--- src/rtl/lpif_dstrm_protid_arbiter_pkg.sv ---
// Shared types and widths for the LPIF downstream protocol-ID arbiter.
//   PROTID_W     : width of the protocol ID / requester index
//   LPIF_STATE_W : width of the forwarded LPIF state
//   arb_state_e  : arbiter FSM states
package lpif_arb_pkg;

  localparam int PROTID_W     = 2;
  localparam int LPIF_STATE_W = 4;

  typedef enum logic {
    ARB_IDLE,
    ARB_BURST
  } arb_state_e;

endpackage

--- src/rtl/lpif_dstrm_protid_arbiter_rr_pick.sv ---
// Combinational round-robin picker.
//   req    : request vector, one bit per requester
//   ptr    : index of the previous winner; search starts at ptr+1 mod NUM_REQ
//   winner : index of the first requesting entry found
//   found  : 1 when any request bit is set
module lpif_rr_pick
  import lpif_arb_pkg::*;
#(
  parameter int NUM_REQ = 4
) (
  input  logic [NUM_REQ-1:0]  req,
  input  logic [PROTID_W-1:0] ptr,
  output logic [PROTID_W-1:0] winner,
  output logic                found
);

  // Padded to the full protid range so a 2-bit index is always in bounds.
  logic [3:0]          req_pad;
  logic [PROTID_W-1:0] cand;

  always_comb begin
    req_pad                = '0;
    req_pad[NUM_REQ-1:0]   = req;
    winner                 = '0;
    found                  = 1'b0;
    cand                   = '0;
    for (int k = 1; k <= NUM_REQ; k++) begin
      cand = PROTID_W'((int'(ptr) + k) % NUM_REQ);
      if (!found && req_pad[cand]) begin
        winner = cand;
        found  = 1'b1;
      end
    end
  end

endmodule

--- src/rtl/lpif_dstrm_protid_arbiter.sv ---
// Round-robin arbiter sharing the LPIF downstream channel among up to four
// protocol-layer requesters. A grant lasts for one packet, cut at MAX_BURST.
//   clk_wr, rst_wr_n      : clock, asynchronous active-low reset
//   link_enable           : beats are accepted only while high
//   link_state_in         : LPIF state, forwarded with one cycle delay
//   req_valid/last/data/crc/crc_valid : per-requester beat (data/crc packed)
//   req_ready             : per-requester accept
//   dstrm_*               : registered downstream beat
//   grant_active/grant_idx: FSM in BURST / current or last grant
//   burst_overrun         : sticky, set when a grant is cut at MAX_BURST
//   overrun_clear         : synchronous clear of burst_overrun (set wins)
module lpif_dstrm_protid_arbiter
  import lpif_arb_pkg::*;
#(
  parameter int NUM_REQ    = 4,
  parameter int DATA_WIDTH = 64,
  parameter int CRC_WIDTH  = 4,
  parameter int MAX_BURST  = 16
) (
  input  logic                          clk_wr,
  input  logic                          rst_wr_n,
  input  logic                          link_enable,
  input  logic [LPIF_STATE_W-1:0]       link_state_in,
  input  logic [NUM_REQ-1:0]            req_valid,
  input  logic [NUM_REQ-1:0]            req_last,
  input  logic [NUM_REQ*DATA_WIDTH-1:0] req_data,
  input  logic [NUM_REQ*CRC_WIDTH-1:0]  req_crc,
  input  logic [NUM_REQ-1:0]            req_crc_valid,
  output logic [NUM_REQ-1:0]            req_ready,
  output logic [LPIF_STATE_W-1:0]       dstrm_state,
  output logic [PROTID_W-1:0]           dstrm_protid,
  output logic [DATA_WIDTH-1:0]         dstrm_data,
  output logic                          dstrm_dvalid,
  output logic [CRC_WIDTH-1:0]          dstrm_crc,
  output logic                          dstrm_crc_valid,
  output logic                          dstrm_valid,
  output logic                          grant_active,
  output logic [PROTID_W-1:0]           grant_idx,
  output logic                          burst_overrun,
  input  logic                          overrun_clear
);

  localparam int                  CNT_W    = $clog2(MAX_BURST);
  localparam logic [CNT_W-1:0]    CNT_LAST = CNT_W'(MAX_BURST - 1);
  localparam logic [PROTID_W-1:0] PTR_RST  = PROTID_W'(NUM_REQ - 1);

  arb_state_e          state, state_nxt;
  logic [PROTID_W-1:0] rr_ptr;
  logic [PROTID_W-1:0] pick_idx;
  logic                pick_found;
  logic [CNT_W-1:0]    beat_cnt;

  logic [3:0]            valid_pad, last_pad, crcv_pad;
  logic                  sel_valid, sel_last, sel_crcv;
  logic [DATA_WIDTH-1:0] sel_data;
  logic [CRC_WIDTH-1:0]  sel_crc;
  logic                  accept, at_limit, burst_end;

  lpif_rr_pick #(
    .NUM_REQ (NUM_REQ)
  ) u_pick (
    .req    (req_valid),
    .ptr    (rr_ptr),
    .winner (pick_idx),
    .found  (pick_found)
  );

  // Granted requester's beat, selected by the registered grant index.
  always_comb begin
    valid_pad              = '0;
    last_pad               = '0;
    crcv_pad               = '0;
    valid_pad[NUM_REQ-1:0] = req_valid;
    last_pad[NUM_REQ-1:0]  = req_last;
    crcv_pad[NUM_REQ-1:0]  = req_crc_valid;
    sel_valid              = valid_pad[grant_idx];
    sel_last               = last_pad[grant_idx];
    sel_crcv               = crcv_pad[grant_idx];
    sel_data               = '0;
    sel_crc                = '0;
    for (int i = 0; i < NUM_REQ; i++) begin
      if (grant_idx == PROTID_W'(i)) begin
        sel_data = req_data[i*DATA_WIDTH +: DATA_WIDTH];
        sel_crc  = req_crc[i*CRC_WIDTH +: CRC_WIDTH];
      end
    end
  end

  assign at_limit     = (beat_cnt == CNT_LAST);
  assign grant_active = (state == ARB_BURST);

  always_comb begin
    state_nxt = state;
    req_ready = '0;
    accept    = 1'b0;
    burst_end = 1'b0;
    case (state)
      ARB_IDLE: begin
        if (link_enable && pick_found) state_nxt = ARB_BURST;
      end
      ARB_BURST: begin
        // Enable low holds the grant and counter; the burst simply pauses.
        for (int i = 0; i < NUM_REQ; i++) begin
          req_ready[i] = link_enable && (grant_idx == PROTID_W'(i));
        end
        accept    = link_enable && sel_valid;
        burst_end = accept && (sel_last || at_limit);
        if (burst_end) state_nxt = ARB_IDLE;
      end
      default: state_nxt = ARB_IDLE;
    endcase
  end

  // Control stage: FSM, grant, round-robin pointer, beat counter, sticky flag.
  always_ff @(posedge clk_wr or negedge rst_wr_n) begin
    if (!rst_wr_n) begin
      state         <= ARB_IDLE;
      grant_idx     <= '0;
      rr_ptr        <= PTR_RST;
      beat_cnt      <= '0;
      burst_overrun <= 1'b0;
    end else begin
      state <= state_nxt;
      if (state == ARB_IDLE && state_nxt == ARB_BURST) begin
        grant_idx <= pick_idx;
        beat_cnt  <= '0;
      end else if (accept) begin
        beat_cnt <= beat_cnt + CNT_W'(1);
      end
      if (burst_end) rr_ptr <= grant_idx;
      if (accept && at_limit && !sel_last) begin
        burst_overrun <= 1'b1;
      end else if (overrun_clear) begin
        burst_overrun <= 1'b0;
      end
    end
  end

  // Output stage: data/CRC/protid hold between beats, valids pulse per beat.
  always_ff @(posedge clk_wr or negedge rst_wr_n) begin
    if (!rst_wr_n) begin
      dstrm_state     <= '0;
      dstrm_protid    <= '0;
      dstrm_data      <= '0;
      dstrm_crc       <= '0;
      dstrm_valid     <= 1'b0;
      dstrm_dvalid    <= 1'b0;
      dstrm_crc_valid <= 1'b0;
    end else begin
      dstrm_state     <= link_state_in;
      dstrm_valid     <= accept;
      dstrm_dvalid    <= accept;
      dstrm_crc_valid <= accept && sel_crcv;
      if (accept) begin
        dstrm_data   <= sel_data;
        dstrm_crc    <= sel_crc;
        dstrm_protid <= grant_idx;
      end
    end
  end

endmodule
--- config.mk ---
export PLATFORM = sky130hd
export DESIGN_NAME = lpif_dstrm_protid_arbiter
export DESIGN_NICKNAME = d
export VERILOG_FILES = /design/src/rtl/lpif_dstrm_protid_arbiter_pkg.sv /design/src/rtl/lpif_dstrm_protid_arbiter_rr_pick.sv /design/src/rtl/lpif_dstrm_protid_arbiter.sv
export SDC_FILE = /design/constraint.sdc
export NUM_CORES = 1
export LEC_CHECK = 0
export ABC_CLOCK_PERIOD_IN_PS = 2240
export CORE_AREA = 5 5 143 145
export CTS_BUF_LIST = sky130_fd_sc_hd__clkbuf_16
export CTS_CLUSTER_DIAMETER = 150
export DETAILED_ROUTE_END_ITERATION = 16
export DIE_AREA = 0 0 148 150
export GPL_TIMING_DRIVEN = 0
export HOLD_SLACK_MARGIN = 0.06
export PLACE_DENSITY_LB_ADDON = 0.2
export SYNTH_ARGS = -nofsm -noshare
export SYNTH_HDL_FRONTEND = slang
export SYNTH_SLANG_ARGS = --single-unit
--- constraint.sdc ---
create_clock -name clk_wr -period 2.24 [get_ports clk_wr]
set_input_delay 0.448 -clock clk_wr [delete_from_list [all_inputs] [get_ports clk_wr]]
set_output_delay 0.448 -clock clk_wr [all_outputs]
set_load 0.005 [all_outputs]
**Word level (Yosys, flattened, before mapping)**

Cells that the tools add are included.

- Add/subtract/negate cells: 5
- Order comparisons: 5
- Eq/ne operators: 4
- Multiplexer cells: 40
- Bitwise operators: 1
- Reductions and logical operators: 22

Operator list:

| cell | number |
|---|---|
| $mux W64 | 4 |
| $mux W4 | 7 |
| $mux W1 | 17 |
| $lt A2 B3 Y1 const B | 5 |
| $bmux W1 S2 | 7 |
| $logic_and A1 B1 Y1 | 14 |
| $mux W2 | 4 |
| $add A2 B1 Y2 const B | 2 |
| $add A2 B2 Y2 const B | 2 |
| $add A4 B1 Y4 const B | 1 |
| $eq A2 B2 Y1 const B | 2 |
| $eq A4 B4 Y1 const B | 1 |
| $logic_not A1 Y1 | 4 |
| $reduce_bool A2 Y1 | 2 |
| $eq A2 B1 Y1 const B | 1 |
| $logic_not A2 Y1 | 1 |
| $pmux W1 S2 | 1 |
| $logic_or A1 B1 Y1 | 1 |
| $not A1 Y1 | 1 |

- Register bits after elaboration: 86
- Input port bits: 292
- Output and inout bits: 85
- Word-level logic and storage cells: 88

**Logic depth before layout (Yosys ltp)**

- Depth in word-level cells: 18
- Mapped depth: 6
- Mapped depth without buffers: 5

**Hierarchy**

From an unflattened synthesis, not the netlist that was laid out.

- Cell total of the unflattened synthesis: 311
- Area, all modules: 5,106.1 um^2

By module, submodules not included:

| module | times used | cells each | area an instance (um^2) | seq. area each (um^2) |
|---|---|---|---|---|
| lpif_dstrm_protid_arbiter | 1 | 297 | 5,014.8 | 2,154.6 |
| lpif_rr_pick | 1 | 14 | 91.3 | 0.0 |

**Worst setup path before layout**

OpenSTA, ideal clock, no wires.

- Path kind: reg2reg
- Start point: reg grant_idx[0]
- End point: reg dstrm_data[15]
- Library setup time: 0.125 ns
- Arrival: 1.584 ns
- Data required time: 2.115 ns
- Setup slack: 0.531 ns
- Cell stages (with the launch flop): 6
- Path buffers: 3
- Period minus slack after synthesis: 1.709 ns
- Cells stage by stage: dfrtp_1 buf_6 buf_8 buf_6 mux4_1 mux2_2

- Word-level cells in the longest chain between the ends: 5
- Elaborated cells between the ends (all ways): 12
- Classes of those cells: 3 x eq/ne; 7 x mux; 2 x reduce/logical

RTL lines:

| element | RTL line | RTL |
|---|---|---|
| from (decl) | lpif_dstrm_protid_arbiter.sv:38 | `output logic [PROTID_W-1:0] grant_idx,` |
| from (signal assigned) | lpif_dstrm_protid_arbiter.sv:125 | `grant_idx <= pick_idx;` |
| $logic_not A2 Y1 | lpif_dstrm_protid_arbiter.sv:82 | `if (grant_idx == PROTID_W'(i)) begin` |
| $mux W64 (4 in series) | lpif_dstrm_protid_arbiter.sv:82 |  |
| to (signal assigned) | lpif_dstrm_protid_arbiter.sv:155 | `dstrm_data <= sel_data;` |
| to (decl) | lpif_dstrm_protid_arbiter.sv:32 | `output logic [DATA_WIDTH-1:0] dstrm_data,` |

Parallel ways exist; a longest one is shown, timed or not. The select of a mux whose other input is x is not followed.
A chain may end at the register's enable or synchronous reset.

**Worst setup path after layout**

- Start point: reg grant_idx[1]
- End point: out req_ready[2]

- Word-level cells in the longest chain between the ends: 3

RTL lines:

| element | RTL line | RTL |
|---|---|---|
| $eq A2 B2 Y1 | lpif_dstrm_protid_arbiter.sv:104 | `req_ready[i] = link_enable && (grant_idx == PROTID_W'(i));` |
| $logic_and A1 B1 Y1 | lpif_dstrm_protid_arbiter.sv:104 |  |
| $mux W4 | lpif_dstrm_protid_arbiter.sv:97 | `case (state)` |
| to (decl) | lpif_dstrm_protid_arbiter.sv:29 | `output logic [NUM_REQ-1:0] req_ready,` |

No other way between the ends.

==> out/metrics.csv <==
stage,metric,value,unit
timing,Final Slew Violations,0,
routing,DR pass1 iterations,4,
pwr,"IR drop worst, VDD",344,uV
timing,Slew Limit Headroom,0.587,
grt,vias in the first global route,5100,
routing,post-route antenna net violation count,0,
grt,total track usage,0.166,
timing,worst slew pin tran,619,ps
worst_setup_path,Crit-path slowest cell,clkdlybuf4s50_1,
synth,top cell type by total area after synthesis,dfrtp_1,
worst_setup_path,WP data required,1790,ps
clock_tree,CTS Sinks,86,
floorplanning,starting density of the core,0.269,
hold_path,Tightest Hold Check Type,input pin to async pin,
placed_design,global placer's final weighted congestion,0.846,
timing,final worst-path cycle share,0.974,
final_layout,# nets final,989,
clock_tree,CTS tree,built,
run_status,outcome,"complete, no violations",
grt,global-route wire length before repair,28400,um
timing,final hold violation count,0,
worst_setup_path,data arrival time of the critical path,1730,ps
worst_setup_path,worst reg2reg setup slack,230,ps
timing,Period minus WS final,2180,ps
routing,Routed Wire Length,18900,um
placed_design,HPWL after DPL,15800,um
worst_setup_path,FF-to-FF End,dstrm_data[34],
final_layout,Layout Utilization,0.503,
floorplanning,die width,148,um
clock_tree,H-tree levels,3,
grt,largest net degree at the start of global routing,46,
floorplanning,Die Ht,150,um
worst_setup_path,Worst setup EP type,output pin,
routing,Starting DRT DRC Count,114,
clock_tree,worst skew pair latency,350,ps
final_layout,n_diodes,0,
final_layout,area growth from synthesis to layout,86.9,%
placed_design,Inst Count DP,918,
clock_tree,total CTS buffers,9,
synth,Ys Warns,0,
final_layout,Register Area,2150,um2
grt,initial antenna violation count,0,
job,maxcap violations,0,
synth,Synth area leaders,"dfrtp_1 (41%), mux4_2 (27%), mux2_2 (13%)",
timing,clock skew,5.97,ps
worst_setup_path,startpoint types,flip-flop,
final_layout,fillers,1656,
clock_tree,Root Driver,clkbuf_16,
routing,DRC violations left,0,
routing,DR vias,4484,
timing,FMAX,0.458,GHz
floorplanning,IO Count,377,
synth,Post-Syn Instances,303,
synth,Avg Synthesized Cell Area,16.9,um2
worst_setup_path,Crit path largest cell delay,510,ps
worst_setup_path,Setup crit end,req_ready[2],
final_layout,layout cells sized above 1,0.262,
synth,share of the synthesized area in the top cell type,0.410,
floorplanning,row cnt,51,
final_layout,Final Instance Count excl. Fillers,939,
worst_setup_path,Crit Path Category,flip-flop to output pin,
synth,"Net Count, Synth",596,
worst_setup_path,Crit Path Max Fanout,4,
clock_tree,clk buf depth,2,
floorplanning,Die Area,22200,um2
synth,sequential area share after synthesis,0.420,
clock_tree,CTS Hold Buffers Added,0,
routing,WL/cell,20.2,um
pwr,Static Leak,0.00377,uW
floorplanning,core area,19100,um2
worst_setup_path,Setup crit start,grant_idx[1],
synth,Synth Register Bits,86,
worst_setup_path,"Cell Chain, Critical Path","buf_8, nand3_2, nor2_4, clkdlybuf4s50_1",
routing,vias per std cell,4.78,
worst_setup_path,R2R depth,5,
synth,Mapped Area,5130,um2
worst_setup_path,reg2reg start,grant_idx[1],
timing,final setup vio count,0,
synth,Cell variety after synth,35,
pwr,Power Density,1090,nW/um2
clock_tree,"Reg clk slew, reported paths",60,ps
placed_design,port bufs,376,
final_layout,multi-input combinational cell area,2790,um2
grt,"Remaining Overflow, GRT",0,
timing,RSZ-0062 raised after global routing,false,
-- per-layer routing --
| layer | vias to the layer above | share of wire | track usage |
|---|---|---|---|
| li1 | 2011 | - | - |
| met1 | 2230 | 0.36 | 0.182 |
| met2 | 219 | 0.54 | 0.308 |
| met3 | 24 | 0.086 | 0.0488 |
| met4 | 0 | 0.019 | 0.0540 |
| met5 | - | 0 | 0 |
-- synth_stat cells (all sizes together) --
library cell / n
mux2: 72
o21a: 1
nand2b: 1
clkbuf: 6
a211oi: 2
and3: 2
dfrtp: 84
a21oi: 3
or4: 1
a31oi: 2
xnor2: 1
ha: 1
nand3: 1
o21ai: 2
and2b: 1
mux4: 70
and2: 3
dfstp: 2
a31o: 2
mux2i: 4
buf: 21
a32oi: 1
nor2: 7
or3: 1
nand2: 4
inv: 5
o2bb2ai: 1
and3b: 2
-- kinds of logic (layout without fill, tap and decap cells) --
| kind of cell | Yosys count | in the layout | synth area share |
|---|---|---|---|
| DFF | 86 | 86 | 0.420 |
| muxes | 146 | 146 | 0.488 |
| and+or+nand+nor | 23 | 23 | 0.0239 |
| AOI/OAI and AO/OA | 14 | 14 | 0.0210 |
| adders and majority gates | 1 | 1 | 0.00244 |
| buffers and inverters | 32 | 430 | 0.0429 |
| xor gates and xnor gates | 1 | 1 | 0.00171 |
-- cells in the final DEF (no fill, tap or decap), drive strengths merged, types with 4 or more instances in the layout --
cell	Yosys	routed
nor2	7	7
mux2	72	72
dfrtp	84	84
clkdlybuf4s50	0	372
nand2	4	4
mux2i	4	4
buf	21	28
mux4	70	70
inv	5	5
clkbuf	6	15
-- final cells by class --
cell class / count / area share
Buffer: 27 / 0.0231
Clock buffer: 9 / 0.0235
Clock inverter: 7 / 0.00678
Inverter: 5 / 0.00196
Multi-Input combinational cell: 185 / 0.291
Sequential cell: 86 / 0.225
Tap cell: 238 / 0.0310
Timing Repair Buffer: 382 / 0.399
-- where the power goes --
group,total [uW],internal [uW],switching [uW],leakage [uW]
clock network,1480,854,630,0.000133
logic,6210,4040,2170,0.00262
registers,2750,2330,413,0.00101
-- stage by stage --
stage / setup TNS [ps] / worst slack [ps] / total power [uW] / hold WS, ps / instance area (um2)
3_3_place_gp: -231830 / -2460 / 8860 / 488 / 9190
5_1_grt: 0 / 1.36 / 11100 / 171 / 9590
3_5_place_dp: -27250 / -402 / 8980 / 480 / 9210
4_1_cts: -18.3 / -16.7 / 10600 / 134 / 9550
2_1_floorplan: 0 / 531 / 6100 / 152 / 5130
6_report: 0 / 57.6 / 10400 / 109 / 9590
-- sequential cells by signal, indices dropped and copies added, names as in the netlist --
signal,count
grant_active,1
rr_ptr,2
beat_cnt,4
dstrm_crc,4
burst_overrun,1
dstrm_state,4
dstrm_data,64
dstrm_crc_valid,1
dstrm_protid,2
dstrm_valid,1
grant_idx,2
-- worst max-delay path: cells and delay by family, from the launching register on --
family,cells,cell delay (ps)
buf+inv,2,640
flops,1,420
simple gates,2,320
-- what timing repair did --
| action | in CTS | in global routing |
|---|---|---|
| resized for setup | 12 | 4 |
| pin swaps | 1 | 0 |
| setup buffers | 2 | 3 |
| setup endpoints to repair | 76 | 24 |
-- worst min path at each step --
stage | depth (start not counted) | end
final | 1 | burst_overrun
after global routing | 1 | burst_overrun
after CTS | 1 | burst_overrun
after detailed placement | 2 | dstrm_protid[1]
after global placement | 2 | dstrm_protid[1]
after floorplan | 0 | beat_cnt[0]
No activity file was read; power rests on OpenSTA's default activity.
